==> config.mk <==
export PLATFORM = sky130hd
export DESIGN_NAME = dmem_arbiter_flat
export DESIGN_NICKNAME = d
export VERILOG_FILES = /design/src/rtl/dmem_arbiter_if.sv /design/src/rtl/dmem_arbiter.sv /design/src/flat_wrapper.sv
export SDC_FILE = /design/constraint.sdc
export NUM_CORES = 1
export LEC_CHECK = 0
export CAP_MARGIN = 20
export CORE_MARGIN = 4
export CORE_UTILIZATION = 48
export CTS_CLUSTER_SIZE = 14
export DETAILED_ROUTE_END_ITERATION = 8
export GPL_TIMING_DRIVEN = 0
export PLACE_DENSITY_LB_ADDON = 0.1
export SLEW_MARGIN = 20
export SYNTH_ARGS = -nofsm -noshare
export SYNTH_HDL_FRONTEND = slang
export SYNTH_SLANG_ARGS = --single-unit
==> constraint.sdc <==
create_clock -name clk -period 10.44 [get_ports clk]
set_clock_uncertainty 0.1 [all_clocks]
set_input_delay 2.088 -clock clk [delete_from_list [all_inputs] [get_ports clk]]
set_output_delay 2.088 -clock clk [all_outputs]
set_load 0.1 [all_outputs]
==> src/rtl/dmem_arbiter_if.sv <==
// Request/response bundle for the two data-memory requesters plus the
// memory-side address/data/write-strobe bus owned by the arbiter.
interface dmem_arbiter_if;
    logic        p0_valid;
    logic        p0_ready;
    logic        p0_we;
    logic [3:0]  p0_be;
    logic [31:0] p0_addr;
    logic [31:0] p0_wdata;
    logic        p0_rvalid;
    logic [31:0] p0_rdata;
    logic        p0_err;

    logic        p1_valid;
    logic        p1_ready;
    logic        p1_we;
    logic [3:0]  p1_be;
    logic [31:0] p1_addr;
    logic [31:0] p1_wdata;
    logic        p1_rvalid;
    logic [31:0] p1_rdata;
    logic        p1_err;

    logic [31:0] dmem_addr;
    logic [31:0] dmem_DataW;
    logic        dmem_MemRW;
    logic [31:0] dmem_DataR;

    modport slave (
        input  p0_valid, p0_we, p0_be, p0_addr, p0_wdata,
        output p0_ready, p0_rvalid, p0_rdata, p0_err,
        input  p1_valid, p1_we, p1_be, p1_addr, p1_wdata,
        output p1_ready, p1_rvalid, p1_rdata, p1_err,
        output dmem_addr, dmem_DataW, dmem_MemRW,
        input  dmem_DataR
    );

    modport master (
        output p0_valid, p0_we, p0_be, p0_addr, p0_wdata,
        input  p0_ready, p0_rvalid, p0_rdata, p0_err,
        output p1_valid, p1_we, p1_be, p1_addr, p1_wdata,
        input  p1_ready, p1_rvalid, p1_rdata, p1_err,
        input  dmem_addr, dmem_DataW, dmem_MemRW,
        output dmem_DataR
    );
endinterface

==> src/rtl/dmem_arbiter.sv <==
// Round-robin arbiter sharing a single-port word memory between two requesters;
// sub-word stores are performed as read-modify-write.
module dmem_arbiter #(
    parameter int unsigned DEPTH_WORDS = 256,
    parameter logic        WR_POL      = 1'b1
) (
    input  logic          clk,
    input  logic          rst,
    dmem_arbiter_if.slave bus,
    output logic          busy
);
    localparam logic [31:0] ADDR_LIMIT = 32'(DEPTH_WORDS * 4);

    typedef enum logic [1:0] {
        IDLE   = 2'd0,
        ACCESS = 2'd1,
        WRITE  = 2'd2,
        RESP   = 2'd3
    } state_t;

    state_t            state_r;
    state_t            state_s;
    logic              last_grant_r;
    logic              id_r;
    logic              we_r;
    logic              oor_r;
    logic [3:0]        be_r;
    logic [31:0]       wdata_r;
    logic [31:0]       addr_r;
    logic [31:0]       dataw_r;
    logic              memrw_r;
    logic [1:0]        rvalid_r;
    logic [1:0][31:0]  rdata_r;
    logic [1:0]        err_r;

    logic              grant_s;
    logic              hs_s;
    logic              sel_we_s;
    logic              sel_oor_s;
    logic              partial_s;
    logic [3:0]        sel_be_s;
    logic [31:0]       sel_addr_s;
    logic [31:0]       sel_wdata_s;

    function automatic logic [31:0] merge_bytes(input logic [3:0]  be,
                                                input logic [31:0] new_word,
                                                input logic [31:0] old_word);
        logic [31:0] m;
        for (int i = 0; i < 4; i++) begin
            m[8*i +: 8] = be[i] ? new_word[8*i +: 8] : old_word[8*i +: 8];
        end
        return m;
    endfunction

    // Grant selection and request-field mux; ties go to the port not served last.
    always_comb begin
        grant_s     = 1'b0;
        sel_we_s    = bus.p0_we;
        sel_be_s    = bus.p0_be;
        sel_addr_s  = bus.p0_addr;
        sel_wdata_s = bus.p0_wdata;
        if (bus.p0_valid && bus.p1_valid) begin
            grant_s = ~last_grant_r;
        end else if (bus.p1_valid) begin
            grant_s = 1'b1;
        end else begin
            grant_s = 1'b0;
        end
        if (grant_s) begin
            sel_we_s    = bus.p1_we;
            sel_be_s    = bus.p1_be;
            sel_addr_s  = bus.p1_addr;
            sel_wdata_s = bus.p1_wdata;
        end else begin
            sel_we_s    = bus.p0_we;
            sel_be_s    = bus.p0_be;
            sel_addr_s  = bus.p0_addr;
            sel_wdata_s = bus.p0_wdata;
        end
        hs_s      = (state_r == IDLE) && (grant_s ? bus.p1_valid : bus.p0_valid);
        sel_oor_s = (sel_addr_s >= ADDR_LIMIT);
        partial_s = we_r && !oor_r && (be_r != 4'b1111) && (be_r != 4'b0000);
    end

    // Next-state logic.
    always_comb begin
        state_s = state_r;
        case (state_r)
            IDLE:    state_s = hs_s ? ACCESS : IDLE;
            ACCESS:  state_s = partial_s ? WRITE : RESP;
            WRITE:   state_s = RESP;
            RESP:    state_s = IDLE;
            default: state_s = IDLE;
        endcase
    end

    // State register.
    always_ff @(posedge clk or posedge rst) begin
        if (rst) begin
            state_r <= IDLE;
        end else begin
            state_r <= state_s;
        end
    end

    // Request latch, memory bus drive and response registers; the write strobe
    // is set one edge ahead so it is high exactly during the committing cycle.
    always_ff @(posedge clk or posedge rst) begin
        if (rst) begin
            last_grant_r <= 1'b1;
            id_r         <= 1'b0;
            we_r         <= 1'b0;
            oor_r        <= 1'b0;
            be_r         <= 4'b0000;
            wdata_r      <= 32'h0;
            addr_r       <= 32'h0;
            dataw_r      <= 32'h0;
            memrw_r      <= ~WR_POL;
            rvalid_r     <= 2'b00;
            rdata_r      <= 64'h0;
            err_r        <= 2'b00;
        end else begin
            rvalid_r <= 2'b00;
            memrw_r  <= ~WR_POL;
            case (state_r)
                IDLE: begin
                    if (hs_s) begin
                        id_r         <= grant_s;
                        last_grant_r <= grant_s;
                        we_r         <= sel_we_s;
                        be_r         <= sel_be_s;
                        wdata_r      <= sel_wdata_s;
                        oor_r        <= sel_oor_s;
                        addr_r       <= {sel_addr_s[31:2], 2'b00};
                        dataw_r      <= sel_wdata_s;
                        if (sel_we_s && (sel_be_s == 4'b1111) && !sel_oor_s) begin
                            memrw_r <= WR_POL;
                        end
                    end
                end
                ACCESS: begin
                    if (oor_r) begin
                        rdata_r[id_r] <= 32'h0;
                        err_r[id_r]   <= 1'b1;
                    end else if (!we_r) begin
                        rdata_r[id_r] <= bus.dmem_DataR;
                        err_r[id_r]   <= 1'b0;
                    end else begin
                        err_r[id_r]   <= 1'b0;
                    end
                    if (partial_s) begin
                        dataw_r <= merge_bytes(be_r, wdata_r, bus.dmem_DataR);
                        memrw_r <= WR_POL;
                    end else begin
                        rvalid_r[id_r] <= 1'b1;
                    end
                end
                WRITE: begin
                    rvalid_r[id_r] <= 1'b1;
                end
                RESP: begin
                    rvalid_r <= 2'b00;
                end
                default: begin
                    rvalid_r <= 2'b00;
                end
            endcase
        end
    end

    assign bus.p0_ready   = (state_r == IDLE) && !grant_s && bus.p0_valid;
    assign bus.p1_ready   = (state_r == IDLE) &&  grant_s && bus.p1_valid;
    assign bus.p0_rvalid  = rvalid_r[0];
    assign bus.p1_rvalid  = rvalid_r[1];
    assign bus.p0_rdata   = rdata_r[0];
    assign bus.p1_rdata   = rdata_r[1];
    assign bus.p0_err     = err_r[0];
    assign bus.p1_err     = err_r[1];
    assign bus.dmem_addr  = addr_r;
    assign bus.dmem_DataW = dataw_r;
    assign bus.dmem_MemRW = memrw_r;
    assign busy           = (state_r != IDLE);
endmodule
==> src/flat_wrapper.sv <==
// flat-port wrapper written by rule: the top's interface ports become plain ports
module dmem_arbiter_flat 
#(
    parameter int unsigned DEPTH_WORDS = 256,
    parameter logic        WR_POL      = 1'b1
)
  (clk, rst, busy, bus_p0_valid, bus_p0_we, bus_p0_be, bus_p0_addr, bus_p0_wdata, bus_p0_ready, bus_p0_rvalid, bus_p0_rdata, bus_p0_err, bus_p1_valid, bus_p1_we, bus_p1_be, bus_p1_addr, bus_p1_wdata, bus_p1_ready, bus_p1_rvalid, bus_p1_rdata, bus_p1_err, bus_dmem_addr, bus_dmem_DataW, bus_dmem_MemRW, bus_dmem_DataR);
  dmem_arbiter_if bus_i ();
  input  logic clk;
  input  logic rst;
  output logic busy;
  input wire logic [$bits(bus_i.p0_valid)-1:0] bus_p0_valid;
  input wire logic [$bits(bus_i.p0_we)-1:0] bus_p0_we;
  input wire logic [$bits(bus_i.p0_be)-1:0] bus_p0_be;
  input wire logic [$bits(bus_i.p0_addr)-1:0] bus_p0_addr;
  input wire logic [$bits(bus_i.p0_wdata)-1:0] bus_p0_wdata;
  output wire logic [$bits(bus_i.p0_ready)-1:0] bus_p0_ready;
  output wire logic [$bits(bus_i.p0_rvalid)-1:0] bus_p0_rvalid;
  output wire logic [$bits(bus_i.p0_rdata)-1:0] bus_p0_rdata;
  output wire logic [$bits(bus_i.p0_err)-1:0] bus_p0_err;
  input wire logic [$bits(bus_i.p1_valid)-1:0] bus_p1_valid;
  input wire logic [$bits(bus_i.p1_we)-1:0] bus_p1_we;
  input wire logic [$bits(bus_i.p1_be)-1:0] bus_p1_be;
  input wire logic [$bits(bus_i.p1_addr)-1:0] bus_p1_addr;
  input wire logic [$bits(bus_i.p1_wdata)-1:0] bus_p1_wdata;
  output wire logic [$bits(bus_i.p1_ready)-1:0] bus_p1_ready;
  output wire logic [$bits(bus_i.p1_rvalid)-1:0] bus_p1_rvalid;
  output wire logic [$bits(bus_i.p1_rdata)-1:0] bus_p1_rdata;
  output wire logic [$bits(bus_i.p1_err)-1:0] bus_p1_err;
  output wire logic [$bits(bus_i.dmem_addr)-1:0] bus_dmem_addr;
  output wire logic [$bits(bus_i.dmem_DataW)-1:0] bus_dmem_DataW;
  output wire logic [$bits(bus_i.dmem_MemRW)-1:0] bus_dmem_MemRW;
  input wire logic [$bits(bus_i.dmem_DataR)-1:0] bus_dmem_DataR;
  assign bus_i.p0_valid = bus_p0_valid;
  assign bus_i.p0_we = bus_p0_we;
  assign bus_i.p0_be = bus_p0_be;
  assign bus_i.p0_addr = bus_p0_addr;
  assign bus_i.p0_wdata = bus_p0_wdata;
  assign bus_p0_ready = bus_i.p0_ready;
  assign bus_p0_rvalid = bus_i.p0_rvalid;
  assign bus_p0_rdata = bus_i.p0_rdata;
  assign bus_p0_err = bus_i.p0_err;
  assign bus_i.p1_valid = bus_p1_valid;
  assign bus_i.p1_we = bus_p1_we;
  assign bus_i.p1_be = bus_p1_be;
  assign bus_i.p1_addr = bus_p1_addr;
  assign bus_i.p1_wdata = bus_p1_wdata;
  assign bus_p1_ready = bus_i.p1_ready;
  assign bus_p1_rvalid = bus_i.p1_rvalid;
  assign bus_p1_rdata = bus_i.p1_rdata;
  assign bus_p1_err = bus_i.p1_err;
  assign bus_dmem_addr = bus_i.dmem_addr;
  assign bus_dmem_DataW = bus_i.dmem_DataW;
  assign bus_dmem_MemRW = bus_i.dmem_MemRW;
  assign bus_i.dmem_DataR = bus_dmem_DataR;
  dmem_arbiter #(.DEPTH_WORDS(DEPTH_WORDS), .WR_POL(WR_POL)) u_core (.clk(clk), .rst(rst), .bus(bus_i), .busy(busy));
endmodule
==> key figures <==
Placement
  • Final Wtd Congestion: 0.8615
  • Dpl hpwl: ~20 mm
  • IO Port Bufs: 303
  • Post-place instance area: 11410 sq um

STA
  • Final Hold Violating Endpoints: 0
  • Tmin final: 6.963 ns
  • Period Utilization, post-route: between 60% and 70%
  • RSZ-0062 raised after global routing: false
  • Slew Limit Fails: 0
  • Slew headroom: 30.03%
  • Total Negative Setup Slacks: 0 ns
  • Slew of the pin with the lowest slew margin: around 1.0 ns
  • Max Freq: 143.6 MHz
  • # setup viols final: 0

Critical path
  • Critical Path End: bus_p1_ready
  • Worst R2R Start: u_core.state_r[1]$_DFF_PP0_
  • Crit Path Max Fanout: 10
  • CP arrival: about 4.8 ns
  • FF-to-FF End: u_core.bus.p0_rdata[9]$_DFFE_PP0P_
  • Crit path launch: bus_p1_valid
  • Critical path type: in2out
  • Reg2Reg Depth: 9
  • Startpoint types: primary input
  • Endpoint class of the critical path: output pin
  • Critical path required time: just over 8 ns
  • R2r setup slk: 7.98 ns

Synthesis
  • Largest cells by area after synthesis: dfrtp_1, o21ai_0, nand2_1, mux2i_1, mux2_2
  • Warnings, synthesis: 0
  • Top cell type's share of synthesized area: 53.39%
  • Post-synthesis sequential area ratio: 53.72%
  • Share of synthesized flip-flops with an asynchronous set or reset: 100.0%
  • Most used DFF post-synth: dfrtp_1
  • Post-synth top area cell: dfrtp_1
  • Average size of a mapped cell: 10.04 sq um
  • Post-synthesis cell count: 803
  • Synthesized flop and latch total: 173
  • Mapped Area: 8061 sq um
  • Post-synth EDFFs: 0
  • Post-synth cell types: 35

GRT
  • Total GRT Usage: 27.96%
  • Vias in the first global route: 7350
  • Initial antenna violation count: 0
  • Total grt overflow: 0
  • First-pass GRT wire length: 39.99 mm
  • Largest net degree at the start of global routing: 97

Power
  • Pwr/cell area: 335.4 nW/um^2
  • LEAKAGE: 0.005205 uW
  • Worst vdd ir: approximately 280 uV
  • Tot Pwr: 4032 uW

Clocking
  • CTS Hold Bufs: 0
  • Setup Buffers After CTS: 0
  • Cts bufs inserted: 17
  • Root buffer cell: clkbuf_16
  • CTS Sinks: between 150 and 200
  • CTS clk-pin slew, worst paths: roughly 0.06 ns
  • Clk buf depth: 2
  • Post-cts repair resize count: 0
  • Clk Latency, worst-skew pair: 0.43 ns
  • CTS H-tree lvls: 4
  • Clock tree from TritonCTS: yes

Floorplan
  • IO Pins: 310
  • Row cnt: 47
  • Starting Density: 48.78%
  • Die H: 137.6 um
  • Die area: 18930 sq um
  • Die W: 137.6 um
  • Core area: 16520 sq um

Layout
  • Final Util: 72.76%
  • Final nets: 1304
  • Proportion of layout cells with a drive suffix above 1: between 10% and 20%
  • Antenna cells: 0
  • Final Cell Area: approximately 12000 sq um
  • Layout area overhead: 49.15%

Worst hold path
  • Hold Crit Class: reg2reg

Routing
  • WL final: 26.04 mm
  • Drt pass-1 iters: 5
  • Avg WL per Cell: between 15 and 20 um
  • Remaining antenna violation count: 0
  • Via count: 7173
  • Via density: 5.274
  • Drc violations: 0
  • Iter 0 DRT Violations: 395

Flow run
  • Max-cap violations: 0

Outcome
  • Status: finished clean
Yosys cell counts, types with 2 or more instances:
master,n
nand2_1,194
dfrtp_1,172
o21ai_0,154
mux2i_1,67
mux2_2,35
clkbuf_1,33
nand2b_1,33
o21ai_2,26
buf_2,12
a22o_1,11
nor4_1,11
buf_6,8
o21ai_1,6
inv_1,5
buf_4,4
nor2_1,4
a21o_1,3
buf_1,3
ha_1,3
nand4_1,3
nand3_1,2
layout by cell type, fill, tap and decap left out, types with 7 or more instances in the layout:
| master | count |
|---|---|
| nor4_1 | 11 |
| nand2b_1 | 33 |
| nand2_1 | 194 |
| mux2i_1 | 67 |
| buf_2 | 12 |
| o21ai_0 | 154 |
| clkbuf_1 | 34 |
| clkbuf_16 | 17 |
| buf_6 | 8 |
| dfrtp_1 | 172 |
| a22o_1 | 11 |
| mux2_2 | 35 |
| clkdlybuf4s50_1 | 303 |
| inv_6 | 7 |
| o21ai_2 | 26 |
cell families (layout without fill, tap and decap cells):
logic type      count (synthesis)  after routing  synth area share [%]
other cells                     1              2               0.04652
fa+ha+maj                       3              3                0.4657
flops                         173            173                 53.72
simple gates                  255            255                 13.78
buf+inv                        65            401                 4.144
mux                           102            102                 13.21
compound gates                204            204                 14.64
state kept, by name, indices dropped and copies added, names as in the netlist, 2 cells and up, named ones only:
register and flops:
u_core.bus.dmem_addr 30, u_core.wdata_r 32, u_core.bus.p1_rdata 32, u_core.state_r 2, u_core.bus.dmem_DataW 32, u_core.bus.p0_rdata 32
u_core.rvalid_r 2, u_core.be_r 4
metal layers:
layer  GRT usage, %  part of all wire (%)  up-vias
met1          33.72                    38     3456
met4          6.042                   1.1        0
met3          8.254                   9.0       24
met2          49.54                    52      290
li1               -                     -     3403
met5              0                     0        -
through the flow:
stage	setup WS (ns)	cells	hold slack (ns)
5_1_grt	3.361	1360	0.3960
3_3_place_gp	1.188	1327	0.3557
6_report	3.477	1360	0.3766
4_1_cts	3.434	1360	0.3784
2_1_floorplan	3.565	804	0.3444
3_5_place_dp	3.437	1328	0.3641
how the worst min path moves through the flow:
stage	from	end	cells after the start
after floorplan	u_core.wdata_r[0]$_DFFE_PP0P_	u_core.wdata_r[0]$_DFFE_PP0P_	2
after global placement	u_core.wdata_r[17]$_DFFE_PP0P_	u_core.wdata_r[17]$_DFFE_PP0P_	2
after detailed placement	u_core.bus.dmem_DataW[20]$_DFFE_PP0P_	u_core.bus.dmem_DataW[20]$_DFFE_PP0P_	2
after CTS	u_core.bus.dmem_DataW[14]$_DFFE_PP0P_	u_core.bus.dmem_DataW[14]$_DFFE_PP0P_	2
after global routing	u_core.bus.p1_rdata[14]$_DFFE_PP0P_	u_core.bus.p1_rdata[14]$_DFFE_PP0P_	2
final	u_core.bus.dmem_DataW[16]$_DFFE_PP0P_	u_core.bus.dmem_DataW[16]$_DFFE_PP0P_	2
report_power, final:
part           switching [uW]  internal, uW
combinational            1740           619
sequential                111           897
clock                     279           389
total                    2130          1900
critical path, stage by stage:
cell,delay [ns]
clkdlybuf4s50_1,0.50
a21boi_0,0.18
buf_2,0.32
buf_4,0.26
and2_1,0.23
clkdlybuf4s50_1,1.18
layout make-up:
cell class	instances	area, sq um
sequential	173	4330
fill	1273	4501
clock inverter	13	172.7
timing repair buffer	304	3060
buffer	60	315.3
inverter	5	26.28
tap	220	275.3
multi-input combinational	566	3401
clock buffer	19	442.9
No activity file was read; power rests on OpenSTA's default activity.
